<file path="src/rtl/agc_pkg.sv">
// rtl/agc_pkg.sv - shared state encoding, default constants and shift clamp helper for the AGC
package agc_pkg;

    typedef enum logic [1:0] {
        ST_IDLE   = 2'd0,
        ST_ACCUM  = 2'd1,
        ST_EVAL   = 2'd2,
        ST_SETTLE = 2'd3
    } agc_state_t;

    localparam int DEF_WIN_LOG2  = 8;
    localparam int DEF_SETTLE    = 4;
    localparam int DEF_MAX_SHIFT = 15;

    function automatic logic [7:0] clamp_shift(input logic [7:0] amp, input logic [7:0] max_amp);
        return (amp > max_amp) ? max_amp : amp;
    endfunction

endpackage

</file>
<file path="src/rtl/agc_sat_shift.sv">
// rtl/agc_sat_shift.sv - combinational signed left shift with saturation to N bits
module agc_sat_shift
    import agc_pkg::*;
#(
    parameter int N         = 16,
    parameter int MAX_SHIFT = DEF_MAX_SHIFT
) (
    input  logic [N-1:0] data,
    input  logic [7:0]   shift,
    output logic [N-1:0] result,
    output logic         sat
);

    localparam int W = N + MAX_SHIFT;

    logic [W-1:0] wide;
    logic [7:0]   amt;
    logic [MAX_SHIFT:0] upper;

    // The wide result always fits, so its sign bit is the true sign of the shifted sample.
    always_comb begin
        amt    = clamp_shift(shift, 8'(MAX_SHIFT));
        wide   = {{MAX_SHIFT{data[N-1]}}, data} << amt;
        upper  = wide[W-1:N-1];
        sat    = !((&upper) || !(|upper));
        result = wide[N-1:0];
        if (sat) begin
            result = wide[W-1] ? {1'b1, {(N-1){1'b0}}} : {1'b0, {(N-1){1'b1}}};
        end
    end

endmodule

</file>
<file path="src/rtl/agc_controller.sv">
// rtl/agc_controller.sv - peak-tracking automatic gain control with one-cycle saturating datapath
module agc_controller
    import agc_pkg::*;
#(
    parameter int N         = 16,
    parameter int WIN_LOG2  = DEF_WIN_LOG2,
    parameter int SETTLE    = DEF_SETTLE,
    parameter int MAX_SHIFT = DEF_MAX_SHIFT
) (
    input  logic         wb_clk_i,
    input  logic         wb_rst_i,
    input  logic         en_i,
    input  logic         manual_i,
    input  logic [7:0]   manual_amp_i,
    input  logic [N-2:0] target_i,
    input  logic [N-2:0] hyst_i,
    input  logic         valid_i,
    input  logic [N-1:0] data_i,
    output logic [7:0]   amplify_o,
    output logic [N-1:0] data_o,
    output logic         valid_o,
    output logic         sat_o,
    output logic         update_o
);

    localparam int GW = N - 1 + MAX_SHIFT;
    localparam int SW = (SETTLE > 1) ? $clog2(SETTLE) : 1;
    localparam logic [7:0] AMP_MAX = 8'(MAX_SHIFT);

    agc_state_t    state;
    logic [N-2:0]  peak;
    logic [WIN_LOG2-1:0] count;
    logic [SW-1:0] settle_cnt;

    logic [N-2:0]  mag;
    logic [N-2:0]  neg_low;
    logic [N-2:0]  peak_next;
    logic [GW-1:0] gain;
    logic [N-1:0]  hi_thr;
    logic [N-2:0]  lo_thr;
    logic          go_down;
    logic          go_up;
    logic [N-1:0]  shift_res;
    logic          shift_sat;

    agc_sat_shift #(
        .N         (N),
        .MAX_SHIFT (MAX_SHIFT)
    ) u_shift (
        .data   (data_i),
        .shift  (amplify_o),
        .result (shift_res),
        .sat    (shift_sat)
    );

    // Magnitude is N-1 bits wide; the most negative input saturates to the largest positive value.
    always_comb begin
        neg_low = ~data_i[N-2:0] + 1'b1;
        mag     = data_i[N-2:0];
        if (data_i[N-1]) begin
            mag = (data_i[N-2:0] == '0) ? '1 : neg_low;
        end
        peak_next = (mag > peak) ? mag : peak;
        gain      = GW'(peak) << amplify_o;
        hi_thr    = {1'b0, target_i} + {1'b0, hyst_i};
        lo_thr    = (target_i > hyst_i) ? (target_i - hyst_i) : '0;
        go_down   = (gain > GW'(hi_thr)) && (amplify_o != 8'd0);
        go_up     = (gain < GW'(lo_thr)) && (amplify_o < AMP_MAX);
    end

    always_ff @(posedge wb_clk_i) begin
        if (wb_rst_i) begin
            data_o  <= '0;
            valid_o <= 1'b0;
            sat_o   <= 1'b0;
        end else begin
            valid_o <= valid_i;
            if (valid_i) begin
                data_o <= shift_res;
                sat_o  <= shift_sat;
            end
        end
    end

    always_ff @(posedge wb_clk_i) begin
        if (wb_rst_i) begin
            state      <= ST_IDLE;
            amplify_o  <= 8'd0;
            update_o   <= 1'b0;
            peak       <= '0;
            count      <= '0;
            settle_cnt <= '0;
        end else begin
            update_o <= 1'b0;
            if (manual_i) begin
                amplify_o <= clamp_shift(manual_amp_i, AMP_MAX);
            end
            // Leaving automatic mode wins over anything the window would have done this cycle.
            if (manual_i || !en_i) begin
                state <= ST_IDLE;
            end else begin
                case (state)
                    ST_IDLE: begin
                        state <= ST_ACCUM;
                        peak  <= '0;
                        count <= '0;
                    end
                    ST_ACCUM: begin
                        if (valid_i) begin
                            peak  <= peak_next;
                            count <= count + 1'b1;
                            if (count == '1) begin
                                state <= ST_EVAL;
                            end
                        end
                    end
                    ST_EVAL: begin
                        peak  <= '0;
                        count <= '0;
                        if (go_down || go_up) begin
                            amplify_o  <= go_down ? amplify_o - 8'd1 : amplify_o + 8'd1;
                            update_o   <= 1'b1;
                            settle_cnt <= '0;
                            state      <= (SETTLE == 0) ? ST_ACCUM : ST_SETTLE;
                        end else begin
                            state <= ST_ACCUM;
                        end
                    end
                    ST_SETTLE: begin
                        if (valid_i) begin
                            if (settle_cnt == SW'(SETTLE - 1)) begin
                                state <= ST_ACCUM;
                                peak  <= '0;
                                count <= '0;
                            end else begin
                                settle_cnt <= settle_cnt + 1'b1;
                            end
                        end
                    end
                    default: state <= ST_IDLE;
                endcase
            end
        end
    end

endmodule
</file>
<file path="config.mk">
export PLATFORM = sky130hd
export DESIGN_NAME = agc_controller
export DESIGN_NICKNAME = d
export VERILOG_FILES = /design/src/rtl/agc_pkg.sv /design/src/rtl/agc_sat_shift.sv /design/src/rtl/agc_controller.sv
export SDC_FILE = /design/constraint.sdc
export NUM_CORES = 1
export LEC_CHECK = 0
export ABC_AREA = 1
export CAP_MARGIN = 20
export CORE_ASPECT_RATIO = 0.7
export CORE_MARGIN = 2
export CORE_UTILIZATION = 45
export DETAILED_ROUTE_END_ITERATION = 10
export GPL_ROUTABILITY_DRIVEN = 0
export PLACE_DENSITY_LB_ADDON = 0.3
export SYNTH_ARGS = -nofsm -noshare
export SYNTH_HDL_FRONTEND = slang
export SYNTH_SLANG_ARGS = --single-unit
</file>
<file path="constraint.sdc">
create_clock -name wb_clk_i -period 6.2 [get_ports wb_clk_i]
set_input_delay 1.24 -clock wb_clk_i [delete_from_list [all_inputs] [get_ports wb_clk_i]]
set_output_delay 1.24 -clock wb_clk_i [all_outputs]
set_load 0.01 [all_outputs]
</file>
**Word level (Yosys, flattened, before mapping)**

Index checks and enable logic that the tools add are counted.

- $add $sub $neg: 7
- $mul: 0
- Div/mod/pow operators: 0
- Magnitude comparators: 7
- Equality and inequality tests: 12
- Shift operators: 2
- Mux-type cells: 32
- Bitwise operators: 3
- Reduce and logical (&&, ||, !) cells: 21

Operator list:

| operator | count |
|---|---|
| 15-bit 2-to-1 mux | 7 |
| 8-bit 2-to-1 mux | 10 |
| 15-bit case mux with 3 select lines | 1 |
| 16-bit 2-to-1 mux | 2 |
| 31-bit by 8-bit << shifter with 31-bit output | 1 |
| 15-bit greater-than comparator | 2 |
| 30-bit by 16-bit greater-than comparator with 1-bit output | 1 |
| 30-bit by 15-bit < comparator with 1-bit output | 1 |
| 15-bit by 8-bit << shifter with 30-bit output | 1 |
| 8-bit case mux with 3 select lines | 1 |
| 15-bit by 15-bit adder with 16-bit output | 1 |
| 8-bit by 1-bit adder with 8-bit output, second input constant | 2 |
| 8-bit by 4-bit greater-than comparator with 1-bit output, second input constant | 2 |
| 2-bit 2-to-1 mux | 8 |
| 16-bit AND reduction | 1 |
| 16-bit OR reduction | 1 |
| 15-bit by 1-bit adder with 15-bit output, second input constant | 1 |
| 15-bit logical NOT | 1 |
| 15-bit inverter | 1 |
| 15-bit subtractor | 1 |
| 2-bit inequality test, second input constant | 7 |
| 5-bit AND reduction | 2 |
| 8-bit equality test, second input constant | 1 |
| 8-bit by 4-bit < comparator with 1-bit output, second input constant | 1 |
| 17 further kinds | 27 |

- Bits in registers: 54
- Latch bits: 0
- Memory bits (writable): 0
- ROM bits: 0
- Output and inout bits: 27
- Logic and storage cells: 93
- Memories kept: 0

**Longest topological paths before layout**

Gate-level depths: netlist of the first run.

- Depth after elaboration: 8
- Mapped depth: 38
- Depth with buffers taken out: 38

**Cells and area by module**

From an unflattened synthesis of the first run, not the netlist that was laid out.

- Cells, all modules: 1396
- Area, all modules: 8215.4 µm²

Modules (own cells, without submodules):

| module | times used | cells each | area each (µm²) | sequential area each (µm²) |
|---|---|---|---|---|
| agc_controller | 1 | 1079 | 6772.7 | 1081.0 |
| agc_sat_shift | 1 | 317 | 1442.6 | 0.0 |

**Worst setup path before layout of the first run**

No wires, ideal clock.

- Path type: input to register
- Start: input hyst_i[7]
- End: register amplify_o[7]
- Library setup time: 0.116 ns
- Arrival: 5.431 ns
- Data required time: 6.084 ns
- Path slack: 0.652 ns
- Stages: 36
- Buffers on the path: 1
- Cell sequence: inv_1 > ha_1 > clkbuf_1 > nor2_1 > a211oi_1 > o21ai_0 > nand2_1 > nand2_1 > nand2_1 > nand2_1 > a21oi_1 > o21bai_1 > xor2_1 > ha_1 > nand2_1 > nor2_1 > nand3_1 > o2111ai_1 > nand3_1 > nand2_1 > nand2_1 > nand2_1 > nand2_2 > inv_1 > ha_1 > a21oi_1 > nand2_1 > a21o_1 > a21oi_1 > nor2_1 > o21ai_0 > nand2_1 > xor2_1 > xor2_1 > nand2_1 > o21ai_1

- Word-level cells in the longest chain between the ends: 8
- Elaborated cells on any way between the ends: 13
- Those cells by class: add/sub (2); order compare (3); mux (5); reduce/logical (3)

Ends and longest elaborated chain:

| what | line | RTL |
|---|---|---|
| start: declaration | agc_controller.sv:16 | `input logic [N-2:0] hyst_i,` |
| 15-bit subtractor or 15-bit greater-than comparator (tied branches) | agc_controller.sv:66 | `lo_thr = (target_i > hyst_i) ? (target_i - hyst_i) : '0;` |
| 15-bit 2-to-1 mux | agc_controller.sv:66 |  |
| 30-bit by 15-bit < comparator with 1-bit output | agc_controller.sv:68 | `go_up = (gain < GW'(lo_thr)) && (amplify_o < AMP_MAX);` |
| 1-bit logical AND | agc_controller.sv:68 |  |
| 1-bit logical OR | agc_controller.sv:120 | `if (go_down \|\| go_up) begin` |
| 8-bit 2-to-1 mux (*) | agc_controller.sv:120 |  |
| 8-bit 2-to-1 mux (*) | agc_controller.sv:102 | `case (state)` |
| 8-bit 2-to-1 mux (*) | agc_controller.sv:99 | `if (manual_i \|\| !en_i) begin` |
| end signal: assignment | agc_controller.sv:96 | `amplify_o <= clamp_shift(manual_amp_i, AMP_MAX);` |
| end signal: assignment | agc_controller.sv:121 | `amplify_o <= go_down ? amplify_o - 8'd1 : amplify_o + 8'd1;` |
| end: declaration | agc_controller.sv:19 | `output logic [7:0] amplify_o,` |

Every way passes the cells marked *; elsewhere a longest branch is shown, timed or not.
A chain may end at the register's enable or synchronous reset.

**Worst setup path after layout of the first run**

- Start: input target_i[0]
- End: register amplify_o[7]

- Word-level cells in the longest chain between the ends: 8
- Elaborated cells on any way between the ends: 13
- Those cells by class: add/sub (2); order compare (3); mux (5); reduce/logical (3)

Ends and longest elaborated chain:

| what | line | RTL |
|---|---|---|
| start: declaration | agc_controller.sv:15 | `input logic [N-2:0] target_i,` |
| 15-bit subtractor or 15-bit greater-than comparator (tied branches) | agc_controller.sv:66 |  |
| 15-bit 2-to-1 mux | agc_controller.sv:66 |  |
| 30-bit by 15-bit < comparator with 1-bit output | agc_controller.sv:68 |  |
| 1-bit logical AND | agc_controller.sv:68 |  |
| 1-bit logical OR | agc_controller.sv:120 |  |
| 8-bit 2-to-1 mux (*) | agc_controller.sv:120 |  |
| 8-bit 2-to-1 mux (*) | agc_controller.sv:102 |  |
| 8-bit 2-to-1 mux (*) | agc_controller.sv:99 |  |

Marked as above.

==> impl_metrics.env, run 1 <==
export IMPL_hp_class="reg -> reg"
export IMPL_die_w_um=158.2
export IMPL_cts_setup_buffers=0
export IMPL_root_buffer="clkbuf_16"
export IMPL_wl_per_cell_um=13.89
export IMPL_ir_worst_vdd_uv=93.94
export IMPL_regToRegSetupSlack_ns=1.19
export IMPL_endpoint_kind="flip-flop"
export IMPL_n_antenna_cell=0
export IMPL_max_stage_delay_ns=0.48
export IMPL_clockBufferDepth=2
export IMPL_clock_fmax_ghz=0.1747
export IMPL_worstPathArrival_ns=5.97
export IMPL_ys_top_cells_by_area="nand2_1 16%, ha_1 15%, dfxtp_1 14%, nand3_1 10%, inv_1 6.5%"
export IMPL_ant_nets=0
export IMPL_dp_hpwl_um=17240
export IMPL_firstDrtPassIters=6
export IMPL_critPathLaunch="target_i[0]"
export IMPL_synth_edf_count=0
export IMPL_yosysWarnings=0
export IMPL_tritoncts="yes"
export IMPL_cts_made_buffers=5
export IMPL_timing_rr_start="amplify_o[6]"
export IMPL_setup_viol=0
export IMPL_clkTransAtPathRegs_ns=0.08
export IMPL_num_vias=8308
export IMPL_finalCritPeriodShare_pct=92.33
export IMPL_syn_area_sq_mm=0.007487
export IMPL_leakage_nw=4.105
export IMPL_worstSetupPathType="in -> reg"
export IMPL_nNetsFinal=1477
export IMPL_cp_start_kind="input pin"
export IMPL_p_per_area_mw_per_mm2=155.8
export IMPL_wirelength_um=21550
export IMPL_ios=86
export IMPL_ys_seq_area_share_pct=14.44
export IMPL_rsz0062_at_grt="false"
export IMPL_critPathRequiredTime_ns=6.44
export IMPL_synthArstFlopShare_pct=0
export IMPL_initial_core_util_pct=45.94
export IMPL_post_route_min_period_ns=5.725
export IMPL_netlist_instances=1261
export IMPL_status="finished, final reports clean"
export IMPL_drc_errors=0
export IMPL_synth_cell_type_count=50
export IMPL_die_h_um=111.9
export IMPL_coreArea_sq_mm=0.01630
export IMPL_finalPower_mw=1.367
export IMPL_initialDrtViolationCount=776
export IMPL_maxCapViolCount=0
export IMPL_clock_sink_count=54
export IMPL_min_from="data_o[15]"
export IMPL_max_slew_margin_pct=34.40
export IMPL_htreeDepth=2
export IMPL_cpMaxStageDelayCell="clkdlybuf4s50_1"
export IMPL_worstSkewPairLatency_ns=0.31
export IMPL_hold_violations=0
export IMPL_syn_mean_instance_area_sq_um=5.937
export IMPL_hold_end="data_o[15]"
export IMPL_viasPerCell=5.353
export IMPL_setup_tns_ns=0
export IMPL_whs_ns=0.4695
export IMPL_drive_gt1_share_pct=8.063
export IMPL_syn_to_final_growth_pct=17.18
export IMPL_grt_max_degree=30
export IMPL_hold_path_depth=2
export IMPL_overflow=0
export IMPL_crit_fanout=3
export IMPL_yosysTopAreaCell="nand2_1"
export IMPL_grt_pass1_wl_um=35000
export IMPL_antenna_found_initial=0
export IMPL_synth_flop_cell="dfxtp_1"
export IMPL_rows=39
export IMPL_reg2reg_depth=32
export IMPL_grt_usage_pct=24.15
export IMPL_worst_slew_pin_slew_ns=0.9803
export IMPL_r2r_end="amplify_o[7]"
export IMPL_io_buffer_count=85
export IMPL_grt_pass1_vias=6990
export IMPL_synth_top_cell_area_share_pct=16.09
export IMPL_syn_nets=1411
export IMPL_fin_skew_ns=0.006824
export IMPL_crit_top_cell="nand2_1"
export IMPL_slew_viol_final=0
export IMPL_synth_seq_cells=54
export IMPL_die_area_sq_mm=0.01770
-- flip-flops by register name, indices dropped and copies added, names as in the netlist --
name,count
amplify_o,8
count,8
data_o,16
peak,15
sat_o,1
settle_cnt,2
state,2
update_o,1
valid_o,1
-- power breakdown --
part	internal (mW)	switching [mW]	total, mW
combinational	0.282	0.419	0.700
sequential	0.358	0.0146	0.373
clock	0.149	0.145	0.294
-- through the flow --
step	cells	worst slack, ns	area (sq um)	utilization [%]
2_1_floorplan	1261	0.6522	7487	-
3_3_place_gp	1545	0.07503	8554	52.49
3_5_place_dp	1545	-0.07682	8554	52.49
4_1_cts	1552	0.2335	8693	53.34
5_1_grt	1552	0.03117	8773	53.83
6_report	1552	0.4753	8773	53.83
-- cells in the final DEF, fill, tap and decap left out, drive strengths merged, types with 2 or more instances in the layout --
master / netlist / final
o31ai: 2 / 2
o21ai: 112 / 112
xor2: 22 / 22
mux2i: 2 / 2
nand3b: 2 / 2
a31oi: 7 / 7
xnor2: 3 / 3
nand3: 152 / 152
dfxtp: 54 / 54
nand2: 328 / 328
clkbuf: 33 / 5
a21boi: 2 / 2
nand4: 14 / 14
o211ai: 4 / 4
nor4: 4 / 4
clkinv: 1 / 2
o21bai: 2 / 2
a221oi: 2 / 2
or2: 17 / 17
o22ai: 2 / 2
nor2: 132 / 132
a21oi: 90 / 90
nor3: 13 / 13
fa: 3 / 3
buf: 20 / 27
clkdlybuf4s50: 0 / 84
a211oi: 6 / 6
inv: 138 / 139
ha: 88 / 88
-- worst max-delay path, delay by kind of cell --
family / cells / cell delay, ns
adders and majority gates: 4 / 1.07
xor gates and xnor gates: 3 / 0.42
and+or+nand+nor: 19 / 1.45
buffers and inverters: 4 / 0.67
AOI/OAI and AO/OA: 8 / 1.12
-- layer usage --
layer	routed length [um]	GRT usage (%)	up-vias
met5	0	0	-
met4	125	2.703	0
met3	1904	4.321	14
met2	7923	31.48	337
met1	11600	40.78	3657
li1	-	-	4300
-- what timing repair did --
action | 4_1_cts | 5_1_grt
hold buffers | 0 | 0
gates resized for setup | 0 | 20
endpoints found under the setup margin | 0 | 7
-- how the worst max path moves through the flow --
stage / slack, ns / endpoint
final: 0.48 / amplify_o[7]
after global routing: 0.03 / amplify_o[7]
after CTS: 0.23 / amplify_o[7]
after detailed placement: -0.08 / amplify_o[7]
after global placement: 0.08 / amplify_o[7]
after floorplan: 0.65 / amplify_o[7]
-- cells in the mapped netlist, types with 3 or more instances --
cell type  number
nor3_1         13
inv_2           7
a211oi_1        6
nand2_4         3
buf_6           6
nand2_2         4
a21oi_1        80
nor2_1        122
xnor2_1         3
buf_4           3
a21oi_2        10
inv_1         130
clkbuf_1       33
or2_1           4
nand2_1       321
o21ai_1        33
xor2_1         22
nor2_2          7
ha_1           88
o21ai_2         9
nand4_1        14
fa_1            3
nand3_1       149
buf_2          10
nor4_1          4
o211ai_1        4
dfxtp_1        54
a31oi_1         7
or2_2          13
o21ai_0        70
-- area by class of cell --
class / count / area [sq um]
well taps: 225 / 281.5
clock inverters: 2 / 13.76
flip-flops and latches: 54 / 1081
fillers: 1685 / 7525
repair buffers: 112 / 1056
clock buffers: 5 / 125.1
multi-input cells: 1015 / 5692
inverters: 139 / 524.3
-- kinds of logic after synthesis --
family,Yosys count,synth area share [%]
AND/OR/NAND/NOR,663,38.69
AO/OA/AOI/OAI,234,17.60
flip-flops,54,14.44
multiplexers,2,0.2674
buffers and inverters,192,10.58
XOR/XNOR,25,2.924
adder cells (fa/ha/maj),91,15.51
(Power assumes the default switching activity.)
==> run 2, diff against run 1 <==
- SYNTH_HIERARCHICAL: unset -> 1
==> run 2 against run 1 <==
Against the previous run:
- final cell count up 11%
- design area up 13%
- wire length up 15%
- combinational power up 17%
- via count up 14%
- maximum frequency down 3.7%
- total power up 9.9%
- non-clock buffer count up 36
- critical path depth unchanged
- sequential power down 2%
- die area up 9.4%
- critical endpoint unchanged
==> impl_metrics.env, run 2 <==
export IMPL_status="finished, final reports clean"
export IMPL_p_switching_uw=619.5
export IMPL_synth_top_cell_area_share_pct=16.08
export IMPL_cellInternalPower_uw=882.5
export IMPL_die_w_um=165.5
export IMPL_wirelength_um=24890
export IMPL_min_from="count[2]"
export IMPL_crit_fanout=4
export IMPL_syn_mean_instance_area_sq_um=5.885
export IMPL_io_buffer_count=85
export IMPL_dp_slack_ns=-0.4520
export IMPL_grt_pass1_wl_um=40710
export IMPL_grt_usage_pct=25.74
export IMPL_overflow=0
export IMPL_reg2reg_depth=31
export IMPL_initialDrtViolationCount=1028
export IMPL_r2r_end="amplify_o[7]"
export IMPL_post_route_min_period_ns=5.945
export IMPL_holdBufCountCts=0
export IMPL_drc_errors=0
export IMPL_worstSetupPathType="in -> reg"
export IMPL_power_frac_comb_pct=54.6
export IMPL_endpoint_kind="flip-flop"
export IMPL_swShare_pct=41.25
export IMPL_cp_start_kind="input pin"
export IMPL_drive_gt1_share_pct=11.90
export IMPL_finalPower_mw=1.502
export IMPL_max_stage_delay_ns=0.51
export IMPL_leakage_nw=4.835
export IMPL_syn_nets=1546
export IMPL_p_per_area_mw_per_mm2=151.7
export IMPL_worstSkewPairLatency_ns=0.29
export IMPL_cts_made_buffers=5
export IMPL_worst_slew_pin_slew_ns=0.8716
export IMPL_fin_skew_ns=0.007893
export IMPL_clock_fmax_ghz=0.1682
export IMPL_root_buffer="clkbuf_16"
export IMPL_finish_instance_area_sq_mm=0.009901
export IMPL_ys_seq_area_share_pct=13.16
export IMPL_synthArstFlopShare_pct=0
export IMPL_wl_per_cell_um=14.44
export IMPL_firstDrtPassIters=7
export IMPL_yosysTopAreaCell="nand2_1"
export IMPL_num_vias=9481
export IMPL_stdcell_count=1724
export IMPL_setup_slack_ns=0.2550
export IMPL_worstPathArrival_ns=6.12
export IMPL_ir_worst_vdd_uv=156.8
export IMPL_cpMaxStageDelayCell="clkdlybuf4s50_1"
export IMPL_hold_path_depth=2
export IMPL_synth_flop_cell="dfxtp_1"
export IMPL_dpl_cell_area_sq_mm=0.009413
export IMPL_nNetsFinal=1637
export IMPL_ant_nets=0
export IMPL_max_slew_margin_pct=41.90
export IMPL_layout_common_cells="349 x nand2_1, 188 x nand3_1, 143 x inv_1"
export IMPL_ys_top_cells_by_area="nand2_1 16%, ha_1 13%, dfxtp_1 13%, nand3_1 12%, inv_1 6.9%"
export IMPL_crit_top_cell="nand2_1"
export IMPL_synth_edf_count=0
export IMPL_ios=86
export IMPL_final_common_cell="nand2_1"
export IMPL_die_area_sq_mm=0.01937
export IMPL_timing_rr_start="amplify_o[7]"
export IMPL_dp_cells=1708
export IMPL_viasPerCell=5.499
export IMPL_dp_hpwl_um=19420
export IMPL_tritoncts="yes"
export IMPL_hold_end="count[2]"
export IMPL_synth_cell_type_count=54
export IMPL_syn_area_sq_mm=0.008215
export IMPL_htreeDepth=2
export IMPL_finalCritPeriodShare_pct=95.89
export IMPL_synth_most_common_cell="nand2_1"
export IMPL_setup_viol=0
export IMPL_yosysWarnings=6
export IMPL_pwr_share_seq_pct=24.4
export IMPL_synth_seq_cells=54
export IMPL_coreArea_sq_mm=0.01795
export IMPL_critPathRequiredTime_ns=6.37
export IMPL_hold_violations=0
export IMPL_antenna_found_initial=1
export IMPL_clkTransAtPathRegs_ns=0.07
export IMPL_syn_to_final_growth_pct=20.51
export IMPL_rows=41
export IMPL_reg_top3="data_o: 16 flops, peak: 15 flops"
export IMPL_grt_max_degree=33
export IMPL_ys_top_cells_by_count="352 x nand2_1, 190 x nand3_1, 151 x inv_1"
export IMPL_largest_register="data_o"
export IMPL_clockBufferDepth=2
export IMPL_p_clk_share_pct=21.1
export IMPL_netlist_instances=1396
export IMPL_clock_sink_count=54
export IMPL_maxCapViolCount=0
export IMPL_die_h_um=117.0
export IMPL_hp_class="reg -> reg"
export IMPL_grt_pass1_vias=8082
export IMPL_slew_viol_final=0
export IMPL_largest_reg_flops=16
export IMPL_initial_core_util_pct=45.76
export IMPL_regToRegSetupSlack_ns=1.11
==> run 2: worst max path at each step <==
| stage | start | to | slack, ns | depth (start not counted) |
|---|---|---|---|---|
| floorplan | hyst_i[5] | amplify_o[7] | 0.33 | 38 |
| global placement | hyst_i[2] | amplify_o[7] | -0.24 | 42 |
| detailed placement | hyst_i[2] | amplify_o[7] | -0.45 | 41 |
| CTS | hyst_i[2] | amplify_o[7] | 0.02 | 40 |
| global route | hyst_i[5] | amplify_o[7] | -0.08 | 38 |
| finish | hyst_i[5] | amplify_o[7] | 0.25 | 38 |
==> run 2: logic make-up after synthesis <==
family	after synthesis	share of synthesized area, %
fa+ha+maj	91	14.13
buf+inv	225	11.79
compound gates	199	13.54
xor+xnor	26	2.772
flops	54	13.16
simple gates	801	44.61
==> run 2: power by group through the flow <==
stage | clock network, mW | logic, mW | registers [mW]
floorplan | 0 | 0.498 | 0.379
CTS | 0.323 | 0.756 | 0.366
global route | 0.340 | 0.918 | 0.367
finish | 0.316 | 0.820 | 0.366
global placement | 0 | 0.736 | 0.373
detailed placement | 0 | 0.747 | 0.374
==> run 2: routing by layer <==
metal | vias to the layer above | wire length, um | global-route usage, %
met4 | 0 | 128 | 2.414
met3 | 18 | 2665 | 5.356
met1 | 4253 | 12870 | 42.69
met2 | 395 | 9224 | 33.89
li1 | 4815 | - | -
met5 | - | 0 | 0
==> run 2: layout make-up <==
class,instances,area [sq um]
Fill cell,1820,8054
Multi-Input combinational cell,1117,6374
Timing Repair Buffer,148,1375
Sequential cell,54,1081
Inverter,161,609.3
Tap cell,236,295.3
Clock buffer,5,125.1
Clock inverter,2,38.79
Antenna cell,1,2.502
==> run 2: through the flow <==
| step | utilization (%) | TNS (ns) | hold WS, ns |
|---|---|---|---|
| 2_1_floorplan | - | 0 | 0.4470 |
| 3_3_place_gp | 52.43 | -0.3329 | 0.4620 |
| 3_5_place_dp | 52.43 | -0.9710 | 0.4659 |
| 4_1_cts | 53.46 | 0 | 0.4820 |
| 5_1_grt | 55.14 | -0.1493 | 0.4994 |
| 6_report | 55.14 | 0 | 0.4847 |
==> run 2: repair_timing <==
item / 4_1_cts / 5_1_grt
pin swaps: 1 / 31
resized for setup: 5 / 60
endpoints found under the setup margin: 2 / 4
buffers inserted: 0 / 7
==> run 2: critical path, delay by kind of cell <==
kind	cells	cell delay [ns]
AO/OA/AOI/OAI	13	1.63
XOR/XNOR	2	0.30
adder cells (fa/ha/maj)	3	0.76
buffers and inverters	5	0.94
AND/OR/NAND/NOR	15	1.23
==> run 3, diff against run 2 <==
- clock period: 6.2 -> 4.8 ns (I/O delays scaled with it)
==> run 3 against run 2 <==
Against the previous run:
- the run now ends with setup timing left
- sequential share of layout area fell by 0.87 points
- first-iteration DRC count rose by 4.2%
- global-route usage rose by 1.1 points
- non-clock buffer count rose by 92
- clock skew rose by 0.00077 ns
- combinational power rose by 50%
- clock power rose by 22%
- die area did not move
- count of clock-buffer cells in the layout did not move
- critical path type unchanged
- largest cell class unchanged
==> impl_metrics.env, run 3 (synthesis gave the netlist of run 2 again) <==
export IMPL_clock_fmax_ghz=0.1885
export IMPL_grt_max_degree=30
export IMPL_p_per_area_mw_per_mm2=194.0
export IMPL_viasPerCell=5.481
export IMPL_violations="setup timing"
export IMPL_initial_core_util_pct=45.76
export IMPL_power_frac_comb_pct=58.9
export IMPL_setup_tns_ns=-1.576
export IMPL_cts_made_buffers=5
export IMPL_status="finished, violations left"
export IMPL_critPathLaunch="target_i[2]"
export IMPL_fin_skew_ns=0.008667
export IMPL_root_buffer="clkbuf_16"
export IMPL_overflow=0
export IMPL_cpMaxStageDelayCell="ha_1"
export IMPL_finalCritPeriodShare_pct=110.5
export IMPL_dp_hpwl_um=20240
export IMPL_r2r_end="amplify_o[7]"
export IMPL_initialDrtViolationCount=1071
export IMPL_n_antenna_cell=0
export IMPL_rows=41
export IMPL_wl_per_cell_um=14.51
export IMPL_postLayoutCoreUtil_pct=59.93
export IMPL_die_area_sq_mm=0.01937
export IMPL_io_buffer_count=85
export IMPL_regToRegSetupSlack_ns=0.02
export IMPL_hold_violations=0
export IMPL_antenna_found_initial=0
export IMPL_endpoint_kind="flip-flop"
export IMPL_maxCapViolCount=0
export IMPL_largest_reg_flops=16
export IMPL_p_clk_share_pct=18.5
export IMPL_ios=86
export IMPL_worstPathArrival_ns=5.55
export IMPL_hp_class="reg -> reg"
export IMPL_ir_worst_vdd_uv=149.9
export IMPL_swShare_pct=42.18
export IMPL_finish_instance_area_sq_mm=0.01076
export IMPL_ant_nets=0
export IMPL_critPathRequiredTime_ns=5.04
export IMPL_max_slew_margin_pct=42.47
export IMPL_htreeDepth=2
export IMPL_critPathTopFamily="compound AO/OA/AOI/OAI gates"
export IMPL_grt_usage_pct=26.83
export IMPL_p_switching_uw=880.7
export IMPL_nNetsFinal=1729
export IMPL_worst_slew_pin_slew_ns=0.8629
export IMPL_final_common_cell="nand2_1"
export IMPL_syn_to_final_growth_pct=30.98
export IMPL_largest_register="data_o"
export IMPL_clock_sink_count=54
export IMPL_coreArea_sq_mm=0.01795
export IMPL_post_route_min_period_ns=5.306
export IMPL_clkTransAtPathRegs_ns=0.08
export IMPL_clockBufferDepth=2
export IMPL_cp_depth=40
export IMPL_crit_buf_inv=4
export IMPL_tritoncts="yes"
export IMPL_cp_start_kind="input pin"
export IMPL_drc_errors=0
export IMPL_crit_top_cell="nand2_1"
export IMPL_dp_cells=1777
export IMPL_cellInternalPower_mw=1.207
export IMPL_layout_common_cells="346 x nand2_1, 187 x nand3_1, 149 x buf_4"
export IMPL_setup_slack_ns=-0.5056
export IMPL_dpl_cell_area_sq_mm=0.01005
export IMPL_worstSkewPairLatency_ns=0.30
export IMPL_die_h_um=117.0
export IMPL_leakage_nw=5.224
export IMPL_reg2reg_depth=35
export IMPL_crit_end="amplify_o[7]"
export IMPL_fillers=1737
export IMPL_max_stage_delay_ns=0.33
export IMPL_finalPower_mw=2.088
export IMPL_timing_rr_start="amplify_o[6]"
export IMPL_pwr_share_seq_pct=22.6
export IMPL_drive_gt1_share_pct=20.25
export IMPL_firstDrtPassIters=5
export IMPL_setup_viol=4
export IMPL_grt_pass1_vias=8656
export IMPL_crit_fanout=3
export IMPL_slew_viol_final=0
export IMPL_stdcell_count=1816
export IMPL_worstSetupPathType="in -> reg"
export IMPL_grt_pass1_wl_um=42390
export IMPL_die_w_um=165.5
export IMPL_rsz0062_at_grt="true"
export IMPL_wirelength_um=26350
export IMPL_num_vias=9954
export IMPL_reg_top3="data_o: 16 flops, peak: 15 flops"
## run 3: cell types whose count changed in the layout (fill, tap and decap cells not counted), sizes merged
cell           before  now
clkinv              4    6
dlymetal6s2s       11    0
diode               1    0
dlygate4sd2         0    2
buf                63  169
clkdlybuf4s50      74   69
bufinv              1    0
## run 3: cell type report
class | instances | area (sq um) | share of cell area (%)
multi-input cells | 1117 | 6576 | 61.12
inverters | 161 | 626.9 | 5.826
clock inverters | 3 | 28.78 | 0.2674
flip-flops and latches | 54 | 1081 | 10.05
clock buffers | 5 | 125.1 | 1.163
repair buffers | 240 | 2027 | 18.84
well taps | 236 | 295.3 | 2.744
## run 3: metal layers
layer  global-route usage, %  vias to the layer above  part of all wire (%)
li1                        -                     4996                     -
met1                   42.88                     4506                    50
met3                   5.250                       20                    10
met2                   37.59                      432                    40
met5                       0                        -                     0
met4                   2.701                        0                  0.60
## run 3: repair_timing
action                     4_1_cts  5_1_grt
pin swaps                       69       32
gates resized for setup        130       33
setup endpoints to repair        8       27
buffers inserted                27        6
gates cloned                     0        0
hold buffers                     0        0
## run 3: per-stage QoR
stage          setup WS [ns]  hold slack, ns
6_report             -0.5056          0.4873
3_5_place_dp          -1.292          0.4730
4_1_cts              -0.3984          0.4851
2_1_floorplan        -0.3676          0.4470
3_3_place_gp         -0.9950          0.4624
5_1_grt              -0.7768          0.4897
## run 3: worst min-delay path, stage by stage, from the launching register on
cell,delay (ns)
dfxtp_1,0.32
nand2_1,0.06
a21oi_1,0.06
## run 3: power groups by stage
stage	combinational [mW]	sequential, mW	clock (mW)
CTS	1.16	0.472	0.392
finish	1.23	0.472	0.386
global route	1.36	0.474	0.411
global placement	1.04	0.482	0
floorplan	0.669	0.490	0
detailed placement	1.06	0.482	0
## run 3: worst min path at each step
stage / start / endpoint / slack [ns] / cells after the start
after floorplan: count[2] / count[2] / 0.45 / 2
after global placement: settle_cnt[1] / settle_cnt[1] / 0.46 / 2
after detailed placement: settle_cnt[1] / settle_cnt[1] / 0.47 / 2
after CTS: settle_cnt[1] / settle_cnt[1] / 0.49 / 2
after global routing: settle_cnt[1] / settle_cnt[1] / 0.49 / 2
final: settle_cnt[1] / settle_cnt[1] / 0.49 / 2
==> RTL change: new RTL, config.mk and constraints of run 3 <==
Reset style: asynchronous (`wb_rst_i`), changed in 2 clocked blocks.
--- a/src/rtl/agc_controller.sv
+++ b/src/rtl/agc_controller.sv
@@ -70,3 +70,3 @@
 
-    always_ff @(posedge wb_clk_i) begin
+    always_ff @(posedge wb_clk_i or posedge wb_rst_i) begin
         if (wb_rst_i) begin
@@ -84,3 +84,3 @@
 
-    always_ff @(posedge wb_clk_i) begin
+    always_ff @(posedge wb_clk_i or posedge wb_rst_i) begin
         if (wb_rst_i) begin
Check against the original RTL: differs if wb_rst_i is asserted again (counterexample within 4 cycles, from zero or initial values and one cycle with wb_rst_i high); with wb_rst_i held inactive, the same outputs for 10 cycles.
==> RTL change against run 3 <==
Worst setup slack better by 0.14 ns. Clock skew up 0.0037 ns. Final area barely moved. Sequential cell count unchanged. The flow still finishes with violations (negative setup slack). Worst hold slack got worse by 0.016 ns. Routed wire length is 5.6% lower. Synthesized area is 0.90% higher. Total power up 3.9%. Highest routed layer unchanged.
==> RTL change: results <==
export IMPL_status="complete, but fails checks"
export IMPL_violations="negative setup slack"
export IMPL_finClkSkew_ns=0.0123
export IMPL_synthArstFlopShare_pct=100
export IMPL_cts_setup_buffers=11
export IMPL_leakagePower_nw=5.59
export IMPL_grt_use_total_pct=25.1
export IMPL_setup_viol=2
export IMPL_hpwl_mm=19.4
export IMPL_synthTopCellsByCount="nand2_1, nand3_1, inv_1"
export IMPL_seq_area_frac_synth_pct=16.3
export IMPL_met3_length_mm=2.09
export IMPL_via_per_inst=5.36
export IMPL_crit_fanout=4
export IMPL_drt_iter0_drc=763
export IMPL_drt_met1_wl_mm=12.6
export IMPL_rrSetupSlack_ns=0.22
export IMPL_setup_ws_ns=-0.366
export IMPL_arrival_ns=5.37
export IMPL_ir_worst_vdd_mv=0.163
export IMPL_ctsResizeCount=72
export IMPL_grt_pass1_vias=8792
export IMPL_crit_slowest_cell="fa_2"
export IMPL_ys_types=50
export IMPL_synth_nets=1533
export IMPL_crit_start="target_i[0]"
export IMPL_synth_area_leaders="nand2_1, dfrtp_1, ha_1"
export IMPL_drive_gt1_share_pct=19.5
export IMPL_timing_rr_end="amplify_o[7]$_DFF_PP0_"
export IMPL_dr_pass1_iters=7
export IMPL_tightestPinTransition_ns=0.857
## RTL change: changes by cell type after synthesis, sizes merged, moves of 8 or more
cell | before | now
dfrtp | 0 | 54
dfxtp | 54 | 0
nand2 | 361 | 408
a21oi | 78 | 51
nor2 | 148 | 132
o21ai | 79 | 64
inv | 158 | 172
o22ai | 2 | 10
## RTL change: power by group
part	leakage, nW	internal [mW]	total (mW)	switching, mW
Sequential	0.701	0.487	0.514	0.0279
Clock	0.0701	0.192	0.363	0.171
Combinational	4.82	0.556	1.29	0.734
## RTL change: kinds of logic (layout without fill, tap and decap cells)
kind of cell               after synthesis  in the layout  share of synthesized area [%]
and+or+nand+nor                        825            825                           44.3
buffers and inverters                  234            409                           12.0
AOI/OAI and AO/OA                      152            152                           10.5
adders and majority gates               90             90                           13.9
DFF                                     54             54                           16.3
xor gates and xnor gates                29             29                           3.06
## RTL change: critical path, delay by kind of cell
| family | cells | cell delay [ns] |
|---|---|---|
| fa+ha+maj | 4 | 1.03 |
| buf+inv | 5 | 0.27 |
| xor+xnor | 1 | 0.18 |
| simple gates | 22 | 1.98 |
| compound gates | 8 | 0.90 |
## RTL change: worst min path at each step
stage / start / to / slack, ns / depth (start not counted)
finish: data_o[15]$_DFFE_PP0P_ / data_o[15]$_DFFE_PP0P_ / 0.47 / 2
global route: data_o[13]$_DFFE_PP0P_ / data_o[13]$_DFFE_PP0P_ / 0.50 / 2
CTS: count[6]$_DFFE_PP0P_ / count[6]$_DFFE_PP0P_ / 0.47 / 1
detailed placement: data_o[15]$_DFFE_PP0P_ / data_o[15]$_DFFE_PP0P_ / 0.46 / 2
global placement: count[6]$_DFFE_PP0P_ / count[6]$_DFFE_PP0P_ / 0.45 / 1
floorplan: count[6]$_DFFE_PP0P_ / count[6]$_DFFE_PP0P_ / 0.43 / 1
## RTL change: routing by layer
| layer | up-vias | track usage (%) |
|---|---|---|
| met5 | - | 0 |
| met4 | 0 | 2.53 |
| met3 | 14 | 4.71 |
| met2 | 362 | 37.0 |
| met1 | 4359 | 39.2 |
| li1 | 4881 | - |
## RTL change: final cells by class
cell class	instances	area, um2
clock buffers	5	125
clock inverters	2	13.8
fillers	1715	7300
inverters	175	662
multi-input cells	1096	6370
flip-flops and latches	54	1350
well taps	236	295
repair buffers	227	1940
## RTL change: metrics by stage
stage / TNS [ns] / area (um2) / std cells / setup WS, ns
2_1_floorplan: -0.163 / 8360 / 1384 / -0.163
3_3_place_gp: -4.32 / 10200 / 1772 / -0.879
3_5_place_dp: -4.76 / 10200 / 1772 / -1.02
4_1_cts: -0.202 / 10500 / 1790 / -0.202
5_1_grt: -1.31 / 10800 / 1795 / -0.665
6_report: -0.373 / 10800 / 1795 / -0.366
